--- src/rtl/c7bifu_fetch.sv ---
// c7bifu_fetch: instruction fetch sequencer of the c7b IFU.
// Owns the fetch PC, issues one 64-bit aligned memory read at a time,
// buffers the response and writes it to the instruction queue when the
// queue can accept it. A flush redirects the PC and drops any in-flight data.
module c7bifu_fetch #(
    parameter logic [31:0] RESET_PC = 32'h1c00_0000,
    parameter logic [31:0] NOP_INST = 32'h0340_0000
) (
    input  logic        clk,
    input  logic        resetn,
    input  logic        flush,
    input  logic [31:0] flush_pc,
    output logic        mem_req,
    output logic [31:0] mem_addr,
    input  logic        mem_ack,
    input  logic        mem_rvalid,
    input  logic [63:0] mem_rdata,
    input  logic        iq_full,
    output logic [31:0] data_addr,
    output logic [63:0] data,
    output logic        data_vld
);

    localparam logic [2:0] ST_IDLE  = 3'd0;
    localparam logic [2:0] ST_REQ   = 3'd1;
    localparam logic [2:0] ST_WAIT  = 3'd2;
    localparam logic [2:0] ST_HOLD  = 3'd3;
    localparam logic [2:0] ST_DRAIN = 3'd4;

    logic [2:0]  state_q,    state_d;
    logic [31:2] fetch_pc_q, fetch_pc_d;
    logic [31:3] buf_addr_q, buf_addr_d;
    logic [63:0] buf_data_q, buf_data_d;
    logic        buf_pad_q,  buf_pad_d;
    logic        resp_owed;

    // Redirect targets are word aligned; the byte offset bits carry no meaning.
    logic unused_flush_pc_lsb;
    assign unused_flush_pc_lsb = ^flush_pc[1:0];

    // Outputs decoded from registered state; data_vld also gates on the queue and flush.
    always_comb begin
        mem_req   = (state_q == ST_REQ);
        mem_addr  = {fetch_pc_q[31:3], 3'b000};
        data_addr = {buf_addr_q, 3'b000};
        data      = buf_pad_q ? {buf_data_q[63:32], NOP_INST} : buf_data_q;
        data_vld  = (state_q == ST_HOLD) && !iq_full && !flush;
    end

    // Next-state logic: flush overrides every other event in the same cycle.
    always_comb begin
        // NOTE: every always_comb output gets a default first so no path leaves it unassigned (no latch).
        state_d    = state_q;
        fetch_pc_d = fetch_pc_q;
        buf_addr_d = buf_addr_q;
        buf_data_d = buf_data_q;
        buf_pad_d  = buf_pad_q;
        resp_owed  = ((state_q == ST_WAIT)  && !mem_rvalid) ||
                     ((state_q == ST_REQ)   &&  mem_ack)    ||
                     ((state_q == ST_DRAIN) && !mem_rvalid);

        if (flush) begin
            fetch_pc_d = flush_pc[31:2];
            state_d    = resp_owed ? ST_DRAIN : ST_REQ;
        end else begin
            case (state_q)
                ST_IDLE: state_d = ST_REQ;
                ST_REQ: begin
                    if (mem_ack) begin
                        buf_pad_d  = fetch_pc_q[2];
                        buf_addr_d = fetch_pc_q[31:3];
                        // 29-bit increment of the aligned block wraps modulo 2^32.
                        fetch_pc_d = {fetch_pc_q[31:3] + 29'd1, 1'b0};
                        state_d    = ST_WAIT;
                    end
                end
                ST_WAIT: begin
                    if (mem_rvalid) begin
                        buf_data_d = mem_rdata;
                        state_d    = ST_HOLD;
                    end
                end
                ST_HOLD: begin
                    if (data_vld) state_d = ST_REQ;
                end
                ST_DRAIN: begin
                    if (mem_rvalid) state_d = ST_REQ;
                end
                default: state_d = ST_IDLE;
            endcase
        end
    end

    // State registers with asynchronous active-low reset.
    always_ff @(posedge clk or negedge resetn) begin
        if (!resetn) begin
            state_q    <= ST_IDLE;
            fetch_pc_q <= RESET_PC[31:2];
            buf_addr_q <= '0;
            buf_data_q <= '0;
            buf_pad_q  <= 1'b0;
        end else begin
            // NOTE: sequential state uses non-blocking assignments so all flops update together at the edge.
            state_q    <= state_d;
            fetch_pc_q <= fetch_pc_d;
            buf_addr_q <= buf_addr_d;
            buf_data_q <= buf_data_d;
            buf_pad_q  <= buf_pad_d;
        end
    end

endmodule

--- config.mk ---
export PLATFORM = sky130hd
export DESIGN_NAME = c7bifu_fetch
export DESIGN_NICKNAME = d
export VERILOG_FILES = /design/src/rtl/c7bifu_fetch.sv
export SDC_FILE = /design/constraint.sdc
export NUM_CORES = 1
export LEC_CHECK = 0
export ABC_AREA = 0
export BUFFER_PORTS_ARGS = -buffer_cell sky130_fd_sc_hd__buf_2
export CAP_MARGIN = 20
export CORE_MARGIN = 4
export CORE_UTILIZATION = 40
export CTS_BUF_LIST = sky130_fd_sc_hd__clkbuf_4
export DETAILED_ROUTE_END_ITERATION = 12
export PLACE_DENSITY_LB_ADDON = 0.08
export SLEW_MARGIN = 5
export SYNTH_ARGS = -nofsm -noshare
export SYNTH_HDL_FRONTEND = slang
export SYNTH_SLANG_ARGS = --single-unit
--- constraint.sdc ---
create_clock -name clk -period 4.55 [get_ports clk]
set_input_delay 0.2275 -clock clk [delete_from_list [all_inputs] [get_ports clk]]
set_output_delay 0.2275 -clock clk [all_outputs]
set_load 0.02 [all_outputs]
After elaboration in Yosys (flattened, before gate mapping). Index checks and enable logic that the tools add are counted.

Latch bits: 0. Flip-flop bits (word level): 127. Output and inout port bits: 130. ROM bits: 0. Memories: 0. RAM bits: 0. Word-level logic and storage cells: 43.

Shift operators: 0. Reductions and logical operators: 17. Mux-type cells: 11. Bitwise logic cells: 1. Order comparisons: 0. Add/subtract/negate cells: 1. Multipliers: 0. Div/mod/pow operators: 0. Equality and inequality tests: 8.

Operators with widths (count): 2-to-1 mux 30 bit (3); 2-to-1 mux 32 bit (1); adder 29 x 1 -> 29 bit, second input constant (1); 2-to-1 mux 3 bit (6); case mux 3 bit (5 select lines) (1); != test 3 bit, second input constant (3); equality test 3 x 2 -> 1 bit, second input constant (2); AND reduction 3 bit (2); logical AND 1 bit (5); AND reduction 4 bit (1); nonzero test 2 bit (2); equality test 3 x 1 -> 1 bit, second input constant (1); equality test 3 bit, second input constant (1); zero test 1 bit (3); zero test 3 bit (1); != test 3 x 2 -> 1 bit, second input constant (1); logical OR 1 bit (2); AND reduction 2 bit (1); inverter 1 bit (1).

Logic depth before layout (Yosys ltp). Gate-level depths: netlist (run 1).

Depth in word-level cells: 6. Mapped depth: 6.

Worst setup path before layout (run 1). OpenSTA, ideal clock, no wires.

Path type: register -> register. From: register state_q[2]. To: register fetch_pc_q[31] (netlist name). Setup time: 82 ps. Arrival time: 1644 ps. Buffers on the path: 1. Cell stages (with the launch flop): 6. Path slack: 2824 ps. Cell sequence: dfrtp_1 > and4bb_4 > buf_8 > nand4_4 > or4_1 > a31oi_1.

Word-level cells in the longest chain between the ends: 3.

RTL lines: start, declared (RTL line 30) `logic [2:0] state_q, state_d;`; start signal, assigned (RTL line 104) `state_q <= state_d;`; equality test 3 x 1 -> 1 bit (RTL line 66) `case (state_q)`; nonzero test 2 bit (no source line); AND reduction 2 bit (no source line); end signal, assigned (RTL line 98) `fetch_pc_q <= RESET_PC[31:2];`; end signal, assigned (RTL line 105) `fetch_pc_q <= fetch_pc_d;`; end, declared (RTL line 31) `logic [31:2] fetch_pc_q, fetch_pc_d;`.

No other way between the ends. A chain may end at the register's enable or synchronous reset.

Worst setup path in the final report (run 1).
From: register state_q[1]. To: register buf_addr_q[10] (netlist name).

Word-level cells in the longest chain between the ends: 2.

RTL lines: equality test 3 x 1 -> 1 bit (RTL line 66); AND reduction 3 bit (no source line); end signal, assigned (RTL line 106) `buf_addr_q <= buf_addr_d;`; end, declared (RTL line 32) `logic [31:3] buf_addr_q, buf_addr_d;`.

No other way between the ends.

==> metrics.md, run 1 <==
| Metric | Value |
|---|---|
| Status | `finished, final reports clean` |
| Compound-cell area share of the yosys netlist | `5.50%` |
| PD cells | `505 nW/um^2` |
| Slowest library cell on the worst path | `nor2_4` |
| Switching Share | `38.7%` |
| Area grow syn2layout | `32.3%` |
| First DRT Iteration DRCs | `125` |
| Critical path class | `reg -> reg` |
| Final hold violation count | `0` |
| Worst Hold Class | `in -> reg` |
| Adder-cell share of the synthesized area | `0.204%` |
| Port bufs | `223` |
| Critical path required time | `4.96 ns` |
| Seq/Total Area, Yosys | `51.8%` |
| Vias in the first global route | `5086` |
| Chip Height | `132 microns` |
| Initial antenna violation count | `1` |
| Part of the cycle the worst path needs | `50.0%` |
| CTS tree | `built` |
| Arr. time, crit path | `2.68 ns` |
| Crit path max fanout | `30` |
| Chip width | `132 microns` |
| Synth Area in Simple Gates | `13.1%` |
| Post-route cell area | `8130 sq um` |
| Largest net degree at the start of global routing | `85` |
| Drt total wl | `14900 microns` |
| Flops & latches, synth | `127` |
| Fin crit period | `2.27 ns` |
| CP endpoint kind | `flip-flop` |
| Die ar. | `17400 sq um` |
| Initial Util | `40.6%` |
| Max-slew headroom | `31.0%` |
| Commonest non-fill, non-tap cell in the layout | `buf_2` |
| Fill cells | `1336` |
| CP Launch Type | `flip-flop` |
| Clock transition at path regs | `0.11 ns` |
| Max cap viols | `0` |
| Mapped Cells | `522` |
| Final setup margin | `2.28 ns` |
| Worst hold slack | `0.162 ns` |
| Mux cell area share after synthesis | `17.6%` |
| Yosys cell types | `45` |
| Core region area | `15100 sq um` |
| Top Ports | `232` |
| P_sw | `1.59 mW` |
| Total gr overflow | `0` |
| Peak VDD IR | `0.257 mV` |
| Final HPWL DP | `10000 microns` |
| Final setup vio count | `0` |
| Internal power | `2.51 mW` |
| Seq pwr share | `43.1%` |
| Unrepaired setup endpoints after global routing | `false` |
| Largest family of logic cells by synthesized area | `multiplexers` |
| Fin. max-slew vios | `0` |
| # rows | `45` |
| RePlAce Congestion | `0.745` |
| Routed vias | `4712` |
| Top delay family on crit path | `simple AND/OR/NAND/NOR gates` |
| Clk_lat worst skew | `0.53 ns` |
| DR DRC count | `0` |
| CTS Buf Count | `17` |
| Routed Antenna Nets | `0` |
| DRT Pass-1 Iters | `4` |
| Area after DPL | `6920 sq um` |
| All-Layer GR Usage | `17.5%` |
| Static leakage | `3.93 nW` |
| Clk buf depth | `2` |
| Setup TNS | `0 ns` |
| Syn avg cell area | `11.8 sq um` |
| WL per Instance | `15.2 microns` |
| Setup Skew | `0.0162 ns` |
| Comb pwr share | `40.4%` |
| Clk sinks | `127` |
| Number of setup buffers added after CTS | `0` |
| Share of layout cells above drive strength 1 | `45.8%` |
| First-pass GRT wire length | `25000 microns` |
| H-tree lvl count | `4` |
| Xor/xnor share of the synthesized area | `1.28%` |
| Max stage delay on crit path | `0.81 ns` |
| Bufs and invs on worst path | `0` |
| Worst path cell trace | `nand4bb_1 > nor2_4 > mux2_2` |
| Final standard cell utilization of the core | `53.7%` |
| Most frequent cells in the layout | `buf_2, dfrtp_1, dlygate4sd3_1, mux2_2, nor2b_1` |
| Final nets | `879` |
| Fin cells | `978` |
| Worst Max-Slew Pin Slew | `1.03 ns` |
| Mapped Area | `6140 sq um` |
| Fmax | `0.440 GHz` |
| Setup slack at placement | `2.26 ns` |
| Via density per instance | `4.82` |
| Post-Place Cells | `848` |
| Total Power | `4.10 mW` |
| Yosys warns | `0` |
| Root Driver | `clkbuf_4` |
| Clk network pwr share | `16.5%` |
repair_timing:
item                                   CTS  global route
endpoints found under the hold margin  176             0
gates resized for setup                  0             0
hold buffers                            97             0
worst min-delay path, cell delays in order:
cell     delay (ns)
buf_2          0.10
or4b_2         0.12
a21bo_2        0.21
flip-flops by register name, indices dropped and copies added, names as in the netlist:
name        count
fetch_pc_q     30
buf_pad_q       1
state_q         3
buf_data_q     64
buf_addr_q     29
cell usage after synthesis, drive strengths merged:
| cell | number | area share, % |
|---|---|---|
| conb | 1 | 0.061 |
| nand2b | 1 | 0.10 |
| a22oi | 1 | 0.12 |
| or4 | 7 | 0.86 |
| dfstp | 3 | 1.3 |
| or2 | 3 | 0.31 |
| a31oi | 17 | 1.7 |
| dfrtp | 124 | 50 |
| clkbuf | 12 | 0.73 |
| nand2 | 21 | 1.3 |
| and4bb | 1 | 0.26 |
| nor2 | 20 | 1.2 |
| nand4 | 14 | 2.0 |
| a21boi | 1 | 0.12 |
| a21oi | 2 | 0.16 |
| o31ai | 7 | 0.86 |
| clkinv | 1 | 0.061 |
| and3 | 2 | 0.20 |
| nand3b | 2 | 0.24 |
| or4b | 1 | 0.16 |
| nor3b | 1 | 0.12 |
| or3 | 12 | 1.2 |
| nand3 | 8 | 0.65 |
| and4 | 4 | 0.57 |
| o21ai | 24 | 2.0 |
| nand4bb | 1 | 0.18 |
| mux2i | 2 | 0.33 |
| nor4 | 2 | 0.20 |
| a21bo | 1 | 0.16 |
| buf | 80 | 9.4 |
| xor2 | 6 | 0.86 |
| ha | 1 | 0.20 |
| nor3 | 2 | 0.16 |
| inv | 4 | 0.24 |
| o31a | 2 | 0.29 |
| xnor2 | 3 | 0.43 |
| nor2b | 30 | 3.1 |
| o22ai | 1 | 0.10 |
| and2 | 3 | 0.31 |
| mux2 | 94 | 17 |
cell type report:
type,count,area (sq um),area share [%]
antenna,1,2.50,0.0308
tap,188,235,2.89
timing repair buffer,322,2110,25.9
multi-input combinational,303,2340,28.8
clock buffer,18,135,1.66
sequential,127,3180,39.1
inverter,5,18.8,0.231
clock inverter,14,101,1.25
logic make-up after synthesis:
group,count (synthesis)
AND/OR/NAND/NOR,135
flip-flops,127
buffers and inverters,97
multiplexers,96
AO/OA/AOI/OAI,56
XOR/XNOR,9
adder cells (fa/ha/maj),1
other,1
power by group through the flow:
stage	Sequential, mW	Clock (mW)	Combinational [mW]
6_report	1.77	0.678	1.66
3_5_place_dp	1.79	0	1.61
4_1_cts	1.77	0.716	1.68
5_1_grt	1.83	0.766	1.78
2_1_floorplan	1.87	0	1.15
3_3_place_gp	1.77	0	1.59
routing by layer:
metal,up-vias,routed length (microns),GRT usage (%)
met2,139,7380,29.5
met1,2278,6530,21.8
met4,0,314,6.36
met3,22,694,4.47
li1,2273,-,-
met5,-,0,0
worst paths after layout:
check / startpoint / end / slack [ns] / depth (start not counted)
min: mem_rvalid / state_q[2]$_DFFE_PN0P_ / 0.16 / 3
min reg2reg: buf_data_q[10]$_DFFE_PN0P_ / buf_data_q[10]$_DFFE_PN0P_ / 0.51 / 1
max reg2reg: state_q[1]$_DFFE_PN0P_ / buf_addr_q[10]$_DFFE_PN0P_ / 2.28 / 3
min in group asynchronous: resetn / buf_addr_q[7]$_DFFE_PN0P_ / 0.30 / 2
max in group asynchronous: resetn / buf_data_q[45]$_DFFE_PN0P_ / 3.18 / 3
max: state_q[1]$_DFFE_PN0P_ / buf_addr_q[10]$_DFFE_PN0P_ / 2.28 / 3
No activity file was read; power rests on OpenSTA's default activity.
==> inputs of run 2 (changes only) <==
- clock period: 4.55 -> 2 ns (I/O delays scaled with it)
==> run 2 against run 1 <==
- global-route usage up 0.50 points
- combinational power rose by 140%
- critical path depth is 2 higher
- clock power grew to 2.6 times the previous value
- sequential power up 120%
- worst setup slack lost 2.2 ns
- die area did not move
- flip-flop and latch count unchanged
- cell count grew 2.9%
- first-iteration DRC count decreased by 4.0%
- core utilization rose by 2.3 points
- via count rose by 2.0%
==> metrics.md, run 2 (synthesis gave the netlist of run 1 again) <==
| Metric | Value |
|---|---|
| Vias in the first global route | `5134 (+0.94%)` |
| All-Layer GR Usage | `18.0% (+0.50 points)` |
| Setup TNS | `0 ns (unchanged)` |
| Die ar. | `17400 sq um (unchanged)` |
| Part of the cycle the worst path needs | `95.4% (+45 points)` |
| Via density per instance | `4.78 (-0.80%)` |
| Max stage delay on crit path | `0.57 ns (-0.24 ns)` |
| Final hold violation count | `0 (unchanged)` |
| Top Ports | `232 (unchanged)` |
| Largest net degree at the start of global routing | `65 (-24%)` |
| Final HPWL DP | `10700 microns (+6.6%)` |
| Drt total wl | `15300 microns (+2.3%)` |
| DR DRC count | `0 (unchanged)` |
| Regs by FF count | `buf_data_q (64), fetch_pc_q (30), buf_addr_q (29)` |
| DRT Pass-1 Iters | `4 (unchanged)` |
| CP endpoint kind | `flip-flop` |
| CP Launch Point | `state_q[2]$_DFFE_PN0P_` |
| Max-slew headroom | `42.7% (+12 points)` |
| Area grow syn2layout | `37.9%` |
| Static leakage | `4.12 nW (+4.8%)` |
| Core region area | `15100 sq um (unchanged)` |
| Crit path max fanout | `9 (-70%)` |
| Slowest library cell on the worst path | `dlygate4sd3_1` |
| RePlAce Congestion | `0.726 (-2.7%)` |
| First DRT Iteration DRCs | `120 (-4.0%)` |
| Reg2Reg Depth | `5 (+2)` |
| WP depth | `5 (+2)` |
| Bufs and invs on worst path | `2 (+2)` |
| Chip width | `132 microns (unchanged)` |
| Most frequent cells in the layout | `buf_2, dfrtp_1, dlygate4sd3_1, mux2_2, nor2b_1` |
| Post-Place Cells | `868 (+2.4%)` |
| Top delay family on crit path | `buffers and inverters` |
| Worst path cell trace | `and4bb_4 > buf_4 > xnor2_1 > o21ai_0 > dlygate4sd3_1` |
| PD cells | `1150 nW/um^2 (+130%)` |
| Final setup vio count | `0 (unchanged)` |
| Routed vias | `4808 (+2.0%)` |
| Clock transition at path regs | `0.10 ns (about the same)` |
| Final nets | `909 (+3.4%)` |
| WL per Instance | `15.2 microns (-0.53%)` |
| Clk buf depth | `2 (unchanged)` |
| Fin cells | `1006 (+2.9%)` |
| Status | `finished, final reports clean` |
| Max cap viols | `0 (unchanged)` |
| Worst Hold Class | `in -> async` |
| Peak VDD IR | `0.584 mV (+130%)` |
| CTS tree | `built` |
| Routed Antenna Nets | `0 (unchanged)` |
| Clk sinks | `127 (unchanged)` |
| Fin crit period | `1.91 ns (-0.366 ns)` |
| Setup Skew | `0.0144 ns (-0.00189 ns)` |
| Chip Height | `132 microns (unchanged)` |
| Fmax | `0.524 GHz (+19%)` |
| Worst Max-Slew Pin Slew | `0.854 ns (-0.181 ns)` |
| Port bufs | `223 (unchanged)` |
| First-pass GRT wire length | `25500 microns (+2.2%)` |
| Max reg flops | `64 (unchanged)` |
| Total gr overflow | `0 (unchanged)` |
| Commonest non-fill, non-tap cell in the layout | `buf_2` |
| H-tree lvl count | `4 (unchanged)` |
| Arr. time, crit path | `2.31 ns (-0.37 ns)` |
| Initial Util | `40.6% (unchanged)` |
| Critical path required time | `2.41 ns (-2.55 ns)` |
| Share of layout cells above drive strength 1 | `46.9% (+1.1 points)` |
| Clk_lat worst skew | `0.52 ns (about the same)` |
| Unrepaired setup endpoints after global routing | `false` |
| CTS Buf Count | `17 (unchanged)` |
| Origin of the critical flop-to-flop path | `state_q[2]$_DFFE_PN0P_` |
| Fin. max-slew vios | `0 (unchanged)` |
| Largest Register | `buf_data_q` |
| CP Launch Type | `flip-flop` |
| # rows | `45 (unchanged)` |
| Root Driver | `clkbuf_4` |
| Initial antenna violation count | `1 (unchanged)` |
| Critical path class | `reg -> reg` |
## run 2: cell count changes in the layout (fill, tap and decap cells not counted)
| cell | delta |
|---|---|
| buf_4 | +17 |
| clkbuf_4 | +2 |
| dlygate4sd3_1 | +8 |
| clkinvlp_4 | -4 |
| buf_12 | +5 |
| clkinv_2 | -2 |
| and4_2 | +1 |
| dfrtp_1 | -1 |
| dfrtp_2 | +1 |
| bufinv_16 | +2 |
| and4_1 | -1 |
## run 2: worst paths after layout
kind	slack [ns]	to
setup / recovery	0.09	fetch_pc_q[3]$_DFFE_PN0P_
hold / removal	0.04	buf_addr_q[7]$_DFFE_PN0P_
setup reg to reg	0.09	fetch_pc_q[3]$_DFFE_PN0P_
hold reg to reg	0.50	buf_data_q[2]$_DFFE_PN0P_
max in group asynchronous	1.27	buf_data_q[42]$_DFFE_PN0P_
min in group clk	0.32	fetch_pc_q[6]$_DFFE_PN0P_
## run 2: per-layer routing
layer	vias up	wire (microns)	part of all wire (%)	GRT usage, %
met3	26	816	5.3	4.92
met1	2301	6570	43	21.5
met2	152	7520	49	30.9
met5	-	0	0	0
li1	2329	-	-	-
met4	0	359	2.4	7.12
## run 2: layout make-up
cell class,instances,area [sq um]
diodes,1,2.50
clock buffers,20,150
clock inverters,10,121
fillers,1305,6670
inverters,5,18.8
multi-input cells,303,2350
flip-flops and latches,127,3180
well taps,188,235
repair buffers,352,2420
## run 2: metrics by stage
stage | power [mW] | setup slack [ns] | utilization [%] | instance area [sq um] | hold WS [ns]
4_1_cts | 9.85 | 0.116 | 55.7 | 8440 | 0.00846
3_5_place_dp | 7.88 | 0.143 | 47.0 | 7120 | 0.0442
6_report | 9.70 | 0.0928 | 55.9 | 8470 | 0.0411
3_3_place_gp | 7.78 | 0.185 | 47.0 | 7120 | 0.0369
5_1_grt | 10.4 | 0.0244 | 55.9 | 8470 | 0.0403
2_1_floorplan | 6.86 | 0.274 | - | 6160 | -0.196
## run 2: worst reg2reg max path, stage by stage, from the launching register on
cell	delay (ns)
dfrtp_1	0.46
and4bb_4	0.38
buf_4	0.19
xnor2_1	0.12
o21ai_0	0.08
dlygate4sd3_1	0.57
## run 2: repair_timing
| item | 4_1_cts | 5_1_grt |
|---|---|---|
| setup buffers | 0 | 2 |
| setup endpoints to repair | 12 | 2 |
| resized for setup | 1 | 1 |
| hold buffers | 105 | 0 |
| cloned | 0 | 0 |
| endpoints found under the hold margin | 224 | 0 |
## run 2: power by group
part | internal [mW] | total (mW) | switching [mW]
registers | 3.45 | 3.97 | 0.518
logic | 1.79 | 3.98 | 2.19
clock network | 0.875 | 1.76 | 0.882
total | 6.11 | 9.70 | 3.59
==> inputs of run 3 (changes only) <==
- CORE_ASPECT_RATIO: default -> 0.8
==> run 3 against run 2 <==
- cell area is essentially flat
- critical endpoint is now fetch_pc_q[31]$_DFFE_PN0P_
- cell count is essentially flat
- total power up 2.1%
- sequential share of layout area about the same
- clock skew up 0.0047 ns
- largest cell class unchanged
- global-route usage up 0.10 points
==> metrics.md, run 3 (synthesis gave the netlist of run 1 again) <==
| Metric | Value |
|---|---|
| Top Metal Used | `met4` |
| Fin crit period | `1.92 ns (+0.00938 ns)` |
| Met2 wire length | `7450 microns (-0.90%)` |
| Total gr overflow | `0 (unchanged)` |
| First-pass GRT wire length | `25600 microns (+0.27%)` |
| Area grow syn2layout | `37.9% (about the same)` |
| CP Launch Type | `flip-flop` |
| Final hold violation count | `0 (unchanged)` |
| Fin. max-slew vios | `0 (unchanged)` |
| Chip width | `147 microns (+11%)` |
| Static leakage | `4.12 nW (about the same)` |
| Crit path max fanout | `16 (+7)` |
| Largest net degree at the start of global routing | `65 (unchanged)` |
| Port bufs | `223 (unchanged)` |
| Setup slack at placement | `0.0510 ns (-0.0920 ns)` |
| Max cap viols | `0 (unchanged)` |
| CTS tree | `built` |
| Share of layout cells above drive strength 1 | `47.5% (+0.61 points)` |
| Routed wl met3 | `888 microns (+8.8%)` |
| Peak VDD IR | `0.643 mV (+10%)` |
| # rows | `40 (-11%)` |
| Critical path required time | `2.42 ns (about the same)` |
| RePlAce Congestion | `0.817 (+13%)` |
| Top Ports | `232 (unchanged)` |
| Multi-input gate area | `2350 sq um (about the same)` |
| Part of the cycle the worst path needs | `95.8% (+0.47 points)` |
| Max reg flops | `64 (unchanged)` |
| Final setup vio count | `0 (unchanged)` |
| Worst Hold Class | `in -> async` |
| Setup Skew | `0.0190 ns (+0.00466 ns)` |
| Most frequent cells in the layout | `buf_2, dfrtp_1, dlygate4sd3_1, mux2_2, nor2b_1` |
| Setup TNS | `0 ns (unchanged)` |
| Drt total wl | `15500 microns (+1.4%)` |
| Initial antenna violation count | `1 (unchanged)` |
| Critical path class | `reg -> reg` |
| CP endpoint kind | `flip-flop` |
| Vias in the first global route | `5062 (-1.4%)` |
| H-tree lvl count | `4 (unchanged)` |
| Via density per instance | `4.77 (-0.20%)` |
| Clk_lat worst skew | `0.51 ns (about the same)` |
| DR DRC count | `0 (unchanged)` |
| Regs by FF count | `buf_data_q (64), fetch_pc_q (30), buf_addr_q (29)` |
| Initial Util | `40.9% (+0.35 points)` |
| Final standard cell utilization of the core | `56.4% (+0.50 points)` |
| Clock transition at path regs | `0.11 ns (about the same)` |
| Core region area | `15000 sq um (-0.87%)` |
| Status | `finished, final reports clean` |
| Die ar. | `17400 sq um (about the same)` |
| Final HPWL DP | `10700 microns (+0.14%)` |
| Total Power | `9.91 mW (+2.1%)` |
| Area after DPL | `7090 sq um (-0.37%)` |
| Commonest non-fill, non-tap cell in the layout | `buf_2` |
| Final setup margin | `0.0834 ns (-0.00938 ns)` |
| First DRT Iteration DRCs | `148 (+23%)` |
| Chip Height | `119 microns (-9.9%)` |
| Routed vias | `4803 (-0.10%)` |
| Clk buf depth | `2 (unchanged)` |
| Root Driver | `clkbuf_4` |
| Fill cells | `1302 (-0.23%)` |
| Final nets | `907 (-0.22%)` |
| Post-route cell area | `8470 sq um (about the same)` |
| WL per Instance | `15.4 microns (+1.3%)` |
| Routed Antenna Nets | `0 (unchanged)` |
| Fmax | `0.522 GHz (-0.49%)` |
| PD cells | `1170 nW/um^2 (+2.1%)` |
| All-Layer GR Usage | `18.1% (+0.10 points)` |
| FF+latch area | `3180 sq um (unchanged)` |
| DRT Pass-1 Iters | `4 (unchanged)` |
| Largest Register | `buf_data_q` |
| Clk sinks | `127 (unchanged)` |
| Arr. time, crit path | `2.34 ns (+0.03 ns)` |
| CTS Buf Count | `17 (unchanged)` |
| M1 wire length | `6740 microns (+2.7%)` |
[run 3: cell types whose count changed in the layout (fill, tap and decap cells not counted), sizes merged]
| cell | delta |
|---|---|
| bufinv | +1 |
| clkinvlp | +2 |
| clkbuf | -3 |
| inv | +2 |
| dlygate4sd3 | -4 |
| buf | +2 |
[run 3: worst paths after layout]
| path | endpoint | slack, ns | from | cells after the start |
|---|---|---|---|---|
| setup / recovery | fetch_pc_q[31]$_DFFE_PN0P_ | 0.08 | state_q[2]$_DFFE_PN0P_ | 4 |
| min in group clk | fetch_pc_q[8]$_DFFE_PN0P_ | 0.33 | flush_pc[8] | 4 |
| hold / removal | buf_addr_q[9]$_DFFE_PN0P_ | 0.09 | resetn | 2 |
| setup reg to reg | fetch_pc_q[31]$_DFFE_PN0P_ | 0.08 | state_q[2]$_DFFE_PN0P_ | 4 |
| hold reg to reg | buf_data_q[30]$_DFFE_PN0P_ | 0.51 | buf_data_q[30]$_DFFE_PN0P_ | 1 |
| max in group asynchronous | buf_data_q[45]$_DFFE_PN0P_ | 1.22 | resetn | 3 |
[run 3: area by class of cell]
type / count / area share, %
clock buffers: 17 / 1.51
diodes: 1 / 0.0295
well taps: 189 / 2.79
inverters: 5 / 0.221
repair buffers: 350 / 27.9
multi-input cells: 303 / 27.7
clock inverters: 15 / 2.27
flip-flops and latches: 127 / 37.6
[run 3: power breakdown]
group / internal (mW) / switching [mW] / leakage (nW)
logic: 1.77 / 2.22 / 2.38
registers: 3.45 / 0.509 / 1.57
clock network: 0.988 / 0.976 / 0.167
[run 3: per-stage QoR]
step,std cells,hold WS (ns)
3_3_place_gp,867,0.0761
4_1_cts,1000,0.0462
2_1_floorplan,527,-0.196
3_5_place_dp,867,0.0769
5_1_grt,1007,0.0698
6_report,1007,0.0879
[run 3: critical path: stages, from the launching register on]
cell and delay, ns:
dfrtp_1 0.47, and4bb_4 0.40, nand4_4 0.22, or4_1 0.56, a31oi_1 0.19
[run 3: metal layers]
metal,global-route usage (%),vias to the layer above
met5,0,-
met4,6.35,0
met3,5.90,22
met2,29.5,152
met1,22.8,2291
li1,-,2338
[run 3: repair_timing]
action | 4_1_cts | 5_1_grt
endpoints found under the setup margin | 0 | 10
hold buffers | 101 | 0
buffers inserted | 0 | 6
hold endpoints to repair | 224 | 0
resized for setup | 0 | 3
